==> src/rtl/conv_8_32_packer.sv <==
// Byte-to-word packer: gathers four valid bytes, MSB byte first, into one 32-bit word.
// Optionally holds a partial word across valid gaps. Otherwise it aborts the word and flags it.
module conv_8_32_packer #(
   parameter bit GAP_TOLERANT = 1'b0,
   parameter int CNT_W        = 8
) (
   input  logic             i_clk,
   input  logic             i_reset_L,
   input  logic             i_valid_in,
   input  logic [7:0]       i_data_in,
   output logic             o_valid_out,
   output logic [31:0]      o_data_out,
   output logic             o_abort_err,
   output logic [CNT_W-1:0] o_word_count
);

   typedef enum logic {
      IDLE,
      COLLECT
   } state_t;

   state_t           r_state;
   logic [1:0]       r_index;
   logic [23:0]      r_partial;
   logic [31:0]      r_dataOut;
   logic             r_validOut;
   logic             r_abortErr;
   logic [CNT_W-1:0] r_wordCount;

   // r_partial holds bytes 0..2. The 4th byte goes straight into the output word.
   always_ff @(posedge i_clk or negedge i_reset_L) begin
      if (!i_reset_L) begin
         r_state     <= IDLE;
         r_index     <= 2'd0;
         r_partial   <= 24'd0;
         r_dataOut   <= 32'd0;
         r_validOut  <= 1'b0;
         r_abortErr  <= 1'b0;
         r_wordCount <= '0;
      end else begin
         r_validOut <= 1'b0;
         r_abortErr <= 1'b0;
         case (r_state)
            IDLE: begin
               if (i_valid_in) begin
                  r_partial[23:16] <= i_data_in;
                  r_index          <= 2'd1;
                  r_state          <= COLLECT;
               end
            end
            COLLECT: begin
               if (i_valid_in) begin
                  if (r_index == 2'd3) begin
                     r_dataOut   <= {r_partial, i_data_in};
                     r_validOut  <= 1'b1;
                     r_wordCount <= r_wordCount + 1'b1;
                     r_index     <= 2'd0;
                     r_partial   <= 24'd0;
                     r_state     <= IDLE;
                  end else begin
                     case (r_index)
                        2'd1:    r_partial[15:8] <= i_data_in;
                        2'd2:    r_partial[7:0]  <= i_data_in;
                        default: r_partial[23:16] <= i_data_in;
                     endcase
                     r_index <= r_index + 2'd1;
                  end
               end else if (!GAP_TOLERANT) begin
                  r_abortErr <= 1'b1;
                  r_index    <= 2'd0;
                  r_partial  <= 24'd0;
                  r_state    <= IDLE;
               end
            end
            default: r_state <= IDLE;
         endcase
      end
   end

   assign o_valid_out  = r_validOut;
   assign o_data_out   = r_dataOut;
   assign o_abort_err  = r_abortErr;
   assign o_word_count = r_wordCount;

endmodule
==> config.mk <==
export PLATFORM = sky130hd
export DESIGN_NAME = conv_8_32_packer
export DESIGN_NICKNAME = d
export VERILOG_FILES = /design/src/rtl/conv_8_32_packer.sv
export SDC_FILE = /design/constraint.sdc
export NUM_CORES = 1
export LEC_CHECK = 0
export CAP_MARGIN = 15
export CELL_PAD_IN_SITES_DETAIL_PLACEMENT = 1
export CELL_PAD_IN_SITES_GLOBAL_PLACEMENT = 2
export CORE_MARGIN = 2
export CORE_UTILIZATION = 33
export DETAILED_ROUTE_END_ITERATION = 12
export PLACE_DENSITY_LB_ADDON = 0.1
export SETUP_SLACK_MARGIN = 0.15
export SLEW_MARGIN = 10
export SYNTH_ARGS = -nofsm -noshare
export SYNTH_HDL_FRONTEND = slang
export SYNTH_SLANG_ARGS = --single-unit
==> constraint.sdc <==
create_clock -name i_clk -period 2.5 [get_ports i_clk]
set_clock_uncertainty 0.2 [all_clocks]
set_input_delay 0.25 -clock i_clk [delete_from_list [all_inputs] [get_ports i_clk]]
set_output_delay 0.25 -clock i_clk [all_outputs]
set_load 0.05 [all_outputs]
Word level (Yosys, flattened, before mapping):

Index checks and enable logic that the tools add are counted.

* add/subtract/negate cells: 2
* multipliers: 0
* div/mod/pow operators: 0
* magnitude comparators: 0
* equality and inequality tests: 7
* shift-type cells: 0
* multiplexer cells: 20
* bitwise operators: 1
* reductions and logical operators: 5

Operators with widths (count)
* 2-to-1 mux 24 bit: 2
* 2-to-1 mux 8 bit: 4
* one-hot mux 8 bit (2 select lines): 1
* adder 8 x 1 -> 8 bit (second input constant): 1
* 2-to-1 mux 1 bit: 8
* 2-to-1 mux 2 bit: 3
* inequality test 3 x 1 -> 1 bit (second input constant): 2
* AND reduction 2 bit: 3
* == test 2 bit (second input constant): 2
* inequality test 4 x 3 -> 1 bit (second input constant): 1
* one-hot mux 2 bit (2 select lines): 1
* AND reduction 3 bit: 1
* adder 2 x 1 -> 2 bit (second input constant): 1
* == test 2 x 1 -> 1 bit (second input constant): 1
* inequality test 2 bit (second input constant): 1
* one-hot mux 1 bit (2 select lines): 1
* OR reduction 2 bit: 1
* NOT 1 bit: 1

* flip-flop bits (word level): 69
* bits in latches: 0
* bits in writable memories: 0
* memory bits (read-only): 0
* input port bits: 11
* output and inout bits: 42
* logic and storage cells: 44
* memories: 0

Depth between registers and ports, before layout:

Gate-level depths: netlist (run 1).

* depth in word-level cells: 6
* mapped depth: 6
* depth with buffers taken out: 5

Worst setup path before layout (run 1):

No wires, ideal clock.

* path type: flip-flop to flip-flop
* start point: reg r_index[0]
* end point: reg r_partial[0]
* setup time: 0.125 ns
* arrival time: 1.493 ns
* required time: 2.175 ns
* path slack: 0.682 ns
* stages on the path, launching flop included: 5
* buffers on the path: 0
* clock period less this slack: 1.818 ns
* cells stage by stage: dfrtp_1 > ha_1 > nand2b_4 > o21ai_2 > mux2_2

* word-level cells in the longest chain between the ends: 3
* elaborated cells on any way between the ends: 6
* classes of those cells: eq/ne: 3; mux: 2; reduce/logical: 1

Ends and longest elaborated chain
* start, declared: RTL line 23 `logic [1:0] r_index;`
* start signal, assigned: RTL line 66 `r_index <= r_index + 2'd1;`
* == test 2 bit (on tied branches): RTL line 53, 61
* inequality test 3 x 1 -> 1 bit (no source line) or 2-to-1 mux 24 bit (tied branches)
* AND reduction 2 bit (no source line) or 2-to-1 mux 24 bit (tied branches)
* end signal, assigned: RTL line 63 `2'd2: r_partial[7:0] <= i_data_in;`
* end, declared: RTL line 24 `logic [23:0] r_partial;`

Parallel ways exist; a longest one is shown, timed or not.
A chain may end at the register's enable or synchronous reset.

Worst setup path after layout (run 1):

* start point: reg r_wordCount[3] (netlist: o_word_count[3])
* end point: out o_word_count[3]

RTL lines
* start, declared: RTL line 28 `logic [CNT_W-1:0] r_wordCount;`
* start signal, assigned: RTL line 56 `r_wordCount <= r_wordCount + 1'b1;`
* end, declared: RTL line 14 `output logic [CNT_W-1:0] o_word_count`

No word-level cell between the ends.

==> impl_metrics.xml, run 1 <==
<?xml version="1.0" encoding="UTF-8"?>
<metrics>
  <group name="worst_setup_path">
    <metric name="r2r-end" unit="">r_partial[12]</metric>
    <metric name="cp_data_arrival_time" unit="ns">1.61</metric>
    <metric name="path_cells" unit="">clkdlybuf4s50_1</metric>
    <metric name="critical_path.max_fanout" unit="">6</metric>
    <metric name="crit_path_top_delay_cell" unit="">sky130_fd_sc_hd__clkdlybuf4s50_1</metric>
    <metric name="cpPeakStageDelay" unit="ns">0.83</metric>
    <metric name="reg2regPathDepth" unit="">4</metric>
    <metric name="timing.reg2reg.setup_slack" unit="ns">0.50</metric>
    <metric name="launch_point_of_the_critical_path" unit="">o_word_count[3]</metric>
    <metric name="crit_path_end_kind" unit="">primary output</metric>
    <metric name="path_buf_inv" unit="">1</metric>
    <metric name="cp_data_required_time" unit="ns">2.05</metric>
    <metric name="worst_path_dominant_cell_family" unit="">buffers and inverters</metric>
    <metric name="setup.worst_path.start_class" unit="">flip-flop</metric>
    <metric name="critical_path_class" unit="">flip-flop to primary output</metric>
    <metric name="reg2reg_from" unit="">r_index[0]</metric>
  </group>
  <group name="clocking">
    <metric name="cts_post_setup_buffers_inserted" unit="">0</metric>
    <metric name="cts_repair_resize_count" unit="">0</metric>
    <metric name="cts.path.max_buffers" unit="">2</metric>
    <metric name="cts_made_buffers" unit="">9</metric>
    <metric name="clock_insertion_delay_worst_skew" unit="ns">0.34</metric>
    <metric name="cts_max_level" unit="">3</metric>
    <metric name="cts_root_buf" unit="">sky130_fd_sc_hd__clkbuf_8</metric>
    <metric name="tritoncts_num_sinks" unit="">69</metric>
    <metric name="clock_tree_from_tritoncts" unit="">yes</metric>
    <metric name="cts.reportedPaths.clkPinSlew" unit="ns">0.07</metric>
  </group>
  <group name="finish">
    <metric name="mostFrequentLayoutCells" unit="">sky130_fd_sc_hd__nand2_1, sky130_fd_sc_hd__dfrtp_1, sky130_fd_sc_hd__clkdlybuf4s50_1</metric>
    <metric name="drive_gt1_share" unit="%">15.4</metric>
    <metric name="multiInputGateArea" unit="um2">1080</metric>
    <metric name="design.final.nets" unit="">336</metric>
    <metric name="final_design_area_no_fill" unit="um2">3720</metric>
    <metric name="final_common_cell" unit="">sky130_fd_sc_hd__nand2_1</metric>
    <metric name="antenna-diode-count" unit="">0</metric>
    <metric name="ff_latch_area" unit="um2">1730</metric>
    <metric name="synthToLayoutAreaGrowth" unit="%">29.0</metric>
    <metric name="post-route-util" unit="%">43.3</metric>
    <metric name="nFillCells" unit="">958</metric>
  </group>
  <group name="synth">
    <metric name="synthesis.nets" unit="">275</metric>
    <metric name="syn_inst" unit="">259</metric>
    <metric name="yosysWarningCount" unit="">0</metric>
    <metric name="synth-seq-area-share" unit="%">59.9</metric>
    <metric name="mappedNetlistArea" unit="um2">2880</metric>
    <metric name="post_synth_num_cell_types" unit="">29</metric>
    <metric name="ys_ff_latch" unit="">69</metric>
    <metric name="synth_area_per_cell" unit="um2">11.1</metric>
  </group>
  <group name="floorplanning">
    <metric name="io_pins" unit="">53</metric>
    <metric name="core_area" unit="um2">8590</metric>
    <metric name="chipWidth" unit="um">97.4</metric>
    <metric name="dieHeight" unit="um">97.4</metric>
    <metric name="die_area" unit="um2">9500</metric>
    <metric name="row_count" unit="">34</metric>
    <metric name="start_util" unit="%">33.5</metric>
  </group>
  <group name="route">
    <metric name="drt_wl_total" unit="um">6230</metric>
    <metric name="detail_route_met2_wl" unit="um">2930</metric>
    <metric name="wire_length_on_met1" unit="um">2980</metric>
    <metric name="first_iter_violations" unit="">35</metric>
    <metric name="drt_drc_violations_left" unit="">0</metric>
    <metric name="routedWlPerCell" unit="um">14.4</metric>
    <metric name="dr.max_layer_used" unit="">met4</metric>
    <metric name="via_count" unit="">2000</metric>
    <metric name="vias_per_cell" unit="">4.63</metric>
    <metric name="firstDrtPassIters" unit="">3</metric>
    <metric name="route.met3.wl" unit="um">181</metric>
    <metric name="remaining_antenna_violation_count_after_routing" unit="">0</metric>
  </group>
  <group name="pwr">
    <metric name="worst_ir_drop_vdd" unit="mV">0.596</metric>
    <metric name="power.leakage" unit="nW">1.80</metric>
    <metric name="power_per_cell_area" unit="nW/um2">1170</metric>
  </group>
  <group name="place">
    <metric name="io_buffer_count" unit="">52</metric>
    <metric name="finalWeightedCongestion" unit="">0.723</metric>
    <metric name="detailedPlacementHpwl" unit="um">4270</metric>
    <metric name="place_area" unit="um2">3530</metric>
  </group>
  <group name="timing">
    <metric name="final_hold_viol_count" unit="">0</metric>
    <metric name="setup-violations-final" unit="">0</metric>
    <metric name="worstMarginPinSlew" unit="ns">0.621</metric>
    <metric name="timing.fmax" unit="GHz">0.486</metric>
    <metric name="final_max_slew_viol_count" unit="">0</metric>
    <metric name="post-route-min-period" unit="ns">2.06</metric>
    <metric name="final.period_utilization" unit="%">82.4</metric>
    <metric name="grt_setup_unrepaired" unit="">false</metric>
    <metric name="fin_hold_ws" unit="ns">0.186</metric>
    <metric name="fin_tns_setup" unit="ns">0</metric>
    <metric name="slew-limit-headroom" unit="%">58.6</metric>
  </group>
  <group name="global_routing">
    <metric name="number_of_global_route_vias_before_repair" unit="">2090</metric>
    <metric name="grt_max_degree" unit="">52</metric>
    <metric name="gr-total-overflow" unit="">0</metric>
    <metric name="antenna_found_initial" unit="">0</metric>
    <metric name="grt_first_pass_wirelength" unit="um">10500</metric>
    <metric name="grt_use_total" unit="%">14.2</metric>
  </group>
  <group name="run_status">
    <metric name="status" unit="">finished, final reports clean</metric>
  </group>
  <group name="job">
    <metric name="cap_viol_max_count" unit="">0</metric>
  </group>
  <group name="hold_path">
    <metric name="worst_hold_path_type" unit="">input pin to asynchronous set/reset pin</metric>
  </group>
</metrics>
==> state kept, by name, summed over array words and instances, names as in the netlist <==
| name | flops |
|---|---|
| o_data_out | 32 |
| r_partial | 24 |
| o_word_count | 8 |
| r_index | 2 |
| o_abort_err | 1 |
| o_valid_out | 1 |
| r_state | 1 |
==> Yosys cell counts <==
library cell	n	area share, %
sky130_fd_sc_hd__a21boi_0	9	2.3
sky130_fd_sc_hd__a22o_1	1	0.30
sky130_fd_sc_hd__a31oi_4	1	0.74
sky130_fd_sc_hd__and2_1	8	1.7
sky130_fd_sc_hd__and2b_1	1	0.26
sky130_fd_sc_hd__and3_1	3	0.65
sky130_fd_sc_hd__buf_4	4	1.0
sky130_fd_sc_hd__buf_6	2	0.78
sky130_fd_sc_hd__clkbuf_1	4	0.52
sky130_fd_sc_hd__dfrtp_1	69	60
sky130_fd_sc_hd__ha_1	5	2.2
sky130_fd_sc_hd__inv_1	3	0.39
sky130_fd_sc_hd__mux2_1	1	0.39
sky130_fd_sc_hd__mux2_2	23	9.0
sky130_fd_sc_hd__nand2_1	101	13
sky130_fd_sc_hd__nand2b_1	1	0.22
sky130_fd_sc_hd__nand2b_4	1	0.48
sky130_fd_sc_hd__nand3_1	1	0.17
sky130_fd_sc_hd__nand3_4	1	0.61
sky130_fd_sc_hd__nand4_1	3	0.65
sky130_fd_sc_hd__nor2_1	2	0.26
sky130_fd_sc_hd__nor2b_1	1	0.22
sky130_fd_sc_hd__nor2b_4	1	0.48
sky130_fd_sc_hd__nor3_1	2	0.35
sky130_fd_sc_hd__o21a_1	1	0.26
sky130_fd_sc_hd__o21ai_0	1	0.17
sky130_fd_sc_hd__o21ai_2	2	0.61
sky130_fd_sc_hd__xnor2_1	4	1.2
sky130_fd_sc_hd__xor2_1	3	0.91
==> per-stage QoR <==
stage          total power [mW]  cells  worst slack, ns
4_1_cts                    4.41    432            0.406
3_5_place_dp               3.55    416            0.347
2_1_floorplan              2.89    259            0.682
5_1_grt                    4.59    432            0.368
3_3_place_gp               3.53    416            0.361
6_report                   4.34    432            0.441
==> cells by family after synthesis <==
family                   synth area share, %
buffers and inverters                   2.74
adder cells (fa/ha/maj)                 2.17
AO/OA/AOI/OAI                           4.43
XOR/XNOR                                2.13
flip-flops                              59.9
AND/OR/NAND/NOR                         19.2
multiplexers                            9.38
==> what timing repair did <==
action	4_1_cts	5_1_grt
hold endpoints to repair	18	0
hold buffers	1	0
endpoints found under the setup margin	0	0
==> where the power goes <==
| part | leakage, nW | switching (mW) | total (mW) | internal (mW) |
|---|---|---|---|---|
| combinational | 0.811 | 1.21 | 1.85 | 0.641 |
| clock | 0.0926 | 0.393 | 0.829 | 0.436 |
| sequential | 0.901 | 0.207 | 1.66 | 1.45 |
==> worst max path at each step <==
stage / slack (ns) / to / cells past startpoint
global placement: 0.36 / r_partial[17] / 4
floorplan: 0.68 / r_partial[0] / 4
detailed placement: 0.35 / r_partial[22] / 4
finish: 0.44 / o_word_count[3] / 1
CTS: 0.41 / o_word_count[3] / 1
global route: 0.37 / o_word_count[3] / 1
==> final cells by class <==
class	instances	share of cell area, %
Sequential cell	69	46.4
Multi-Input combinational cell	177	28.9
Clock inverter	1	0.135
Tap cell	108	3.64
Clock buffer	14	4.64
Inverter	3	0.303
Timing Repair Buffer	60	15.9
==> layer usage <==
metal / up-vias / global-route usage [%]
met5: - / 0
met4: 0 / 7.69
met3: 12 / 3.09
met2: 34 / 21.3
met1: 1002 / 19.1
li1: 952 / -
(Power assumes the default switching activity.)
==> run 2: changes to the inputs <==
--- a/config.mk
+++ b/config.mk
@@ -9,7 +9,7 @@
 export CELL_PAD_IN_SITES_DETAIL_PLACEMENT = 1
 export CELL_PAD_IN_SITES_GLOBAL_PLACEMENT = 2
 export CORE_MARGIN = 2
-export CORE_UTILIZATION = 33
+export CORE_UTILIZATION = 30
 export DETAILED_ROUTE_END_ITERATION = 12
 export PLACE_DENSITY_LB_ADDON = 0.1
 export SETUP_SLACK_MARGIN = 0.15
==> constraint.sdc (replaced) <==
create_clock -name i_clk -period 1.75 [get_ports i_clk]
set_clock_uncertainty 0.2 [all_clocks]
set_input_delay 0.175 -clock i_clk [delete_from_list [all_inputs] [get_ports i_clk]]
set_output_delay 0.175 -clock i_clk [all_outputs]
set_load 0.05 [all_outputs]
==> run 2 against run 1 <==
  * The flow now finishes with violations (negative setup slack)
  * Cell count is 8.6% higher
  * Sequential power is 44% higher
  * Utilization hardly changed
  * Total power is 55% higher
  * First-iteration DRC count is 31% lower
  * Critical endpoint is now r_partial[21]
  * Largest cell class unchanged
  * Largest power group unchanged
==> impl_metrics.xml, run 2 (same netlist as run 1, synthesis figures left out) <==
<?xml version="1.0" encoding="UTF-8"?>
<metrics>
  <group name="timing">
    <metric name="timing.fmax" unit="GHz">0.570</metric>
    <metric name="final_max_slew_viol_count" unit="">0</metric>
    <metric name="postLayoutSetupSlackWorst" unit="ns">-0.00345</metric>
    <metric name="setup-violations-final" unit="">1</metric>
    <metric name="post-route-min-period" unit="ns">1.75</metric>
    <metric name="grt_setup_unrepaired" unit="">true</metric>
    <metric name="worstMarginPinSlew" unit="ns">0.355</metric>
    <metric name="fin_tns_setup" unit="ns">-0.00345</metric>
    <metric name="slew-limit-headroom" unit="%">76.3</metric>
    <metric name="final.period_utilization" unit="%">100</metric>
    <metric name="final_hold_viol_count" unit="">0</metric>
    <metric name="fin_hold_ws" unit="ns">0.0786</metric>
  </group>
  <group name="hold_path">
    <metric name="worst_hold_path_type" unit="">input pin to asynchronous set/reset pin</metric>
  </group>
  <group name="floorplanning">
    <metric name="chipWidth" unit="um">102</metric>
    <metric name="core_area" unit="um2">9280</metric>
    <metric name="io_pins" unit="">53</metric>
    <metric name="die_area" unit="um2">10400</metric>
    <metric name="dieHeight" unit="um">102</metric>
    <metric name="start_util" unit="%">31.0</metric>
    <metric name="row_count" unit="">35</metric>
  </group>
  <group name="route">
    <metric name="drt_drc_violations_left" unit="">0</metric>
    <metric name="drt_wl_total" unit="um">6980</metric>
    <metric name="routedWlPerCell" unit="um">14.9</metric>
    <metric name="first_iter_violations" unit="">24</metric>
    <metric name="remaining_antenna_violation_count_after_routing" unit="">0</metric>
    <metric name="vias_per_cell" unit="">4.41</metric>
    <metric name="via_count" unit="">2069</metric>
    <metric name="firstDrtPassIters" unit="">4</metric>
  </group>
  <group name="worst_setup_path">
    <metric name="critical_path_class" unit="">flip-flop to flip-flop</metric>
    <metric name="cp_data_arrival_time" unit="ns">1.77</metric>
    <metric name="critical_path.max_fanout" unit="">8</metric>
    <metric name="setup.worst_path.start_class" unit="">flip-flop</metric>
    <metric name="cp_data_required_time" unit="ns">1.77</metric>
    <metric name="crit_path_end_kind" unit="">flip-flop</metric>
  </group>
  <group name="finish">
    <metric name="antenna-diode-count" unit="">0</metric>
    <metric name="synthToLayoutAreaGrowth" unit="%">39.3</metric>
    <metric name="mostFrequentLayoutCells" unit="">sky130_fd_sc_hd__nand2_1, sky130_fd_sc_hd__dfrtp_1, sky130_fd_sc_hd__buf_4</metric>
    <metric name="design.final.nets" unit="">352</metric>
    <metric name="final_design_area_no_fill" unit="um2">4010</metric>
    <metric name="fin_cells" unit="">469</metric>
    <metric name="drive_gt1_share" unit="%">36.5</metric>
    <metric name="largest_register_ff_count" unit="">32</metric>
    <metric name="final_common_cell" unit="">sky130_fd_sc_hd__nand2_1</metric>
  </group>
  <group name="clocking">
    <metric name="clock_tree_from_tritoncts" unit="">yes</metric>
    <metric name="tritoncts_num_sinks" unit="">69</metric>
    <metric name="cts.path.max_buffers" unit="">2</metric>
    <metric name="clock_insertion_delay_worst_skew" unit="ns">0.33</metric>
    <metric name="cts.reportedPaths.clkPinSlew" unit="ns">0.08</metric>
    <metric name="cts_max_level" unit="">3</metric>
    <metric name="cts_made_buffers" unit="">9</metric>
    <metric name="cts_root_buf" unit="">sky130_fd_sc_hd__clkbuf_8</metric>
  </group>
  <group name="job">
    <metric name="cap_viol_max_count" unit="">0</metric>
  </group>
  <group name="pwr">
    <metric name="power.leakage" unit="nW">2.07</metric>
    <metric name="design_power_total" unit="mW">6.72</metric>
    <metric name="power_per_cell_area" unit="nW/um2">1680</metric>
    <metric name="worst_ir_drop_vdd" unit="mV">0.790</metric>
  </group>
  <group name="global_routing">
    <metric name="grt_max_degree" unit="">31</metric>
    <metric name="antenna_found_initial" unit="">0</metric>
    <metric name="grt_use_total" unit="%">14.5</metric>
    <metric name="grt_first_pass_wirelength" unit="um">11500</metric>
    <metric name="number_of_global_route_vias_before_repair" unit="">2180</metric>
    <metric name="gr-total-overflow" unit="">0</metric>
  </group>
  <group name="place">
    <metric name="detailedPlacementHpwl" unit="um">4980</metric>
    <metric name="finalWeightedCongestion" unit="">0.741</metric>
    <metric name="io_buffer_count" unit="">52</metric>
    <metric name="place_area" unit="um2">3680</metric>
    <metric name="dpl.cell_count" unit="">450</metric>
  </group>
  <group name="run_status">
    <metric name="failed_checks" unit="">negative setup slack</metric>
    <metric name="status" unit="">finished, violations left</metric>
  </group>
</metrics>
run 2: routing by layer:
metal / up-vias / share of wire, % / track usage, %
met5: - / 0 / 0
met4: 0 / 1.3 / 5.85
met3: 7 / 3.5 / 2.80
met2: 36 / 49 / 23.3
met1: 1042 / 46 / 19.4
li1: 984 / - / -
run 2: layout make-up:
| class | instances | area [um2] |
|---|---|---|
| fillers | 1060 | 5270 |
| flip-flops and latches | 69 | 1730 |
| multi-input cells | 177 | 1200 |
| repair buffers | 76 | 674 |
| well taps | 129 | 161 |
| clock buffers | 9 | 124 |
| clock inverters | 6 | 111 |
| inverters | 3 | 11.3 |
run 2: worst max-delay path: stages, from the launching register on:
cell,delay [ns]
sky130_fd_sc_hd__dfrtp_2,0.45
sky130_fd_sc_hd__inv_2,0.09
sky130_fd_sc_hd__ha_4,0.21
sky130_fd_sc_hd__nor2b_4,0.13
sky130_fd_sc_hd__a31oi_4,0.10
sky130_fd_sc_hd__buf_12,0.16
sky130_fd_sc_hd__mux2_4,0.29
run 2: through the flow:
| step | worst slack (ns) | utilization (%) |
|---|---|---|
| finish | -0.00345 | 43.2 |
| global route | -0.0738 | 43.2 |
| CTS | -0.0216 | 42.7 |
| detailed placement | -0.200 | 39.6 |
| global placement | -0.178 | 39.6 |
| floorplan | 0.0305 | - |
run 2: final timing paths:
kind	startpoint	endpoint	slack, ns	depth (start not counted)
setup / recovery	r_index[0]	r_partial[21]	-0.003	6
hold / removal	i_reset_L	o_word_count[5]	0.08	2
setup reg to reg	r_index[0]	r_partial[21]	-0.003	6
hold reg to reg	o_word_count[7]	o_word_count[7]	0.27	1
max in group asynchronous	i_reset_L	r_partial[12]	0.61	4
min in group i_clk	i_data_in[7]	o_data_out[7]	0.26	3
run 2: timing repair:
item	4_1_cts	5_1_grt
gates resized for setup	11	12
pin swaps	2	1
endpoints found under the setup margin	58	59
hold endpoints to repair	39	0
hold buffers	1	0
setup buffers	2	1
run 2: power by group:
group / internal [mW] / leakage [nW] / switching, mW / total [mW]
sequential: 2.08 / 0.898 / 0.312 / 2.39
combinational: 0.966 / 1.05 / 1.81 / 2.77
clock: 0.942 / 0.116 / 0.623 / 1.56
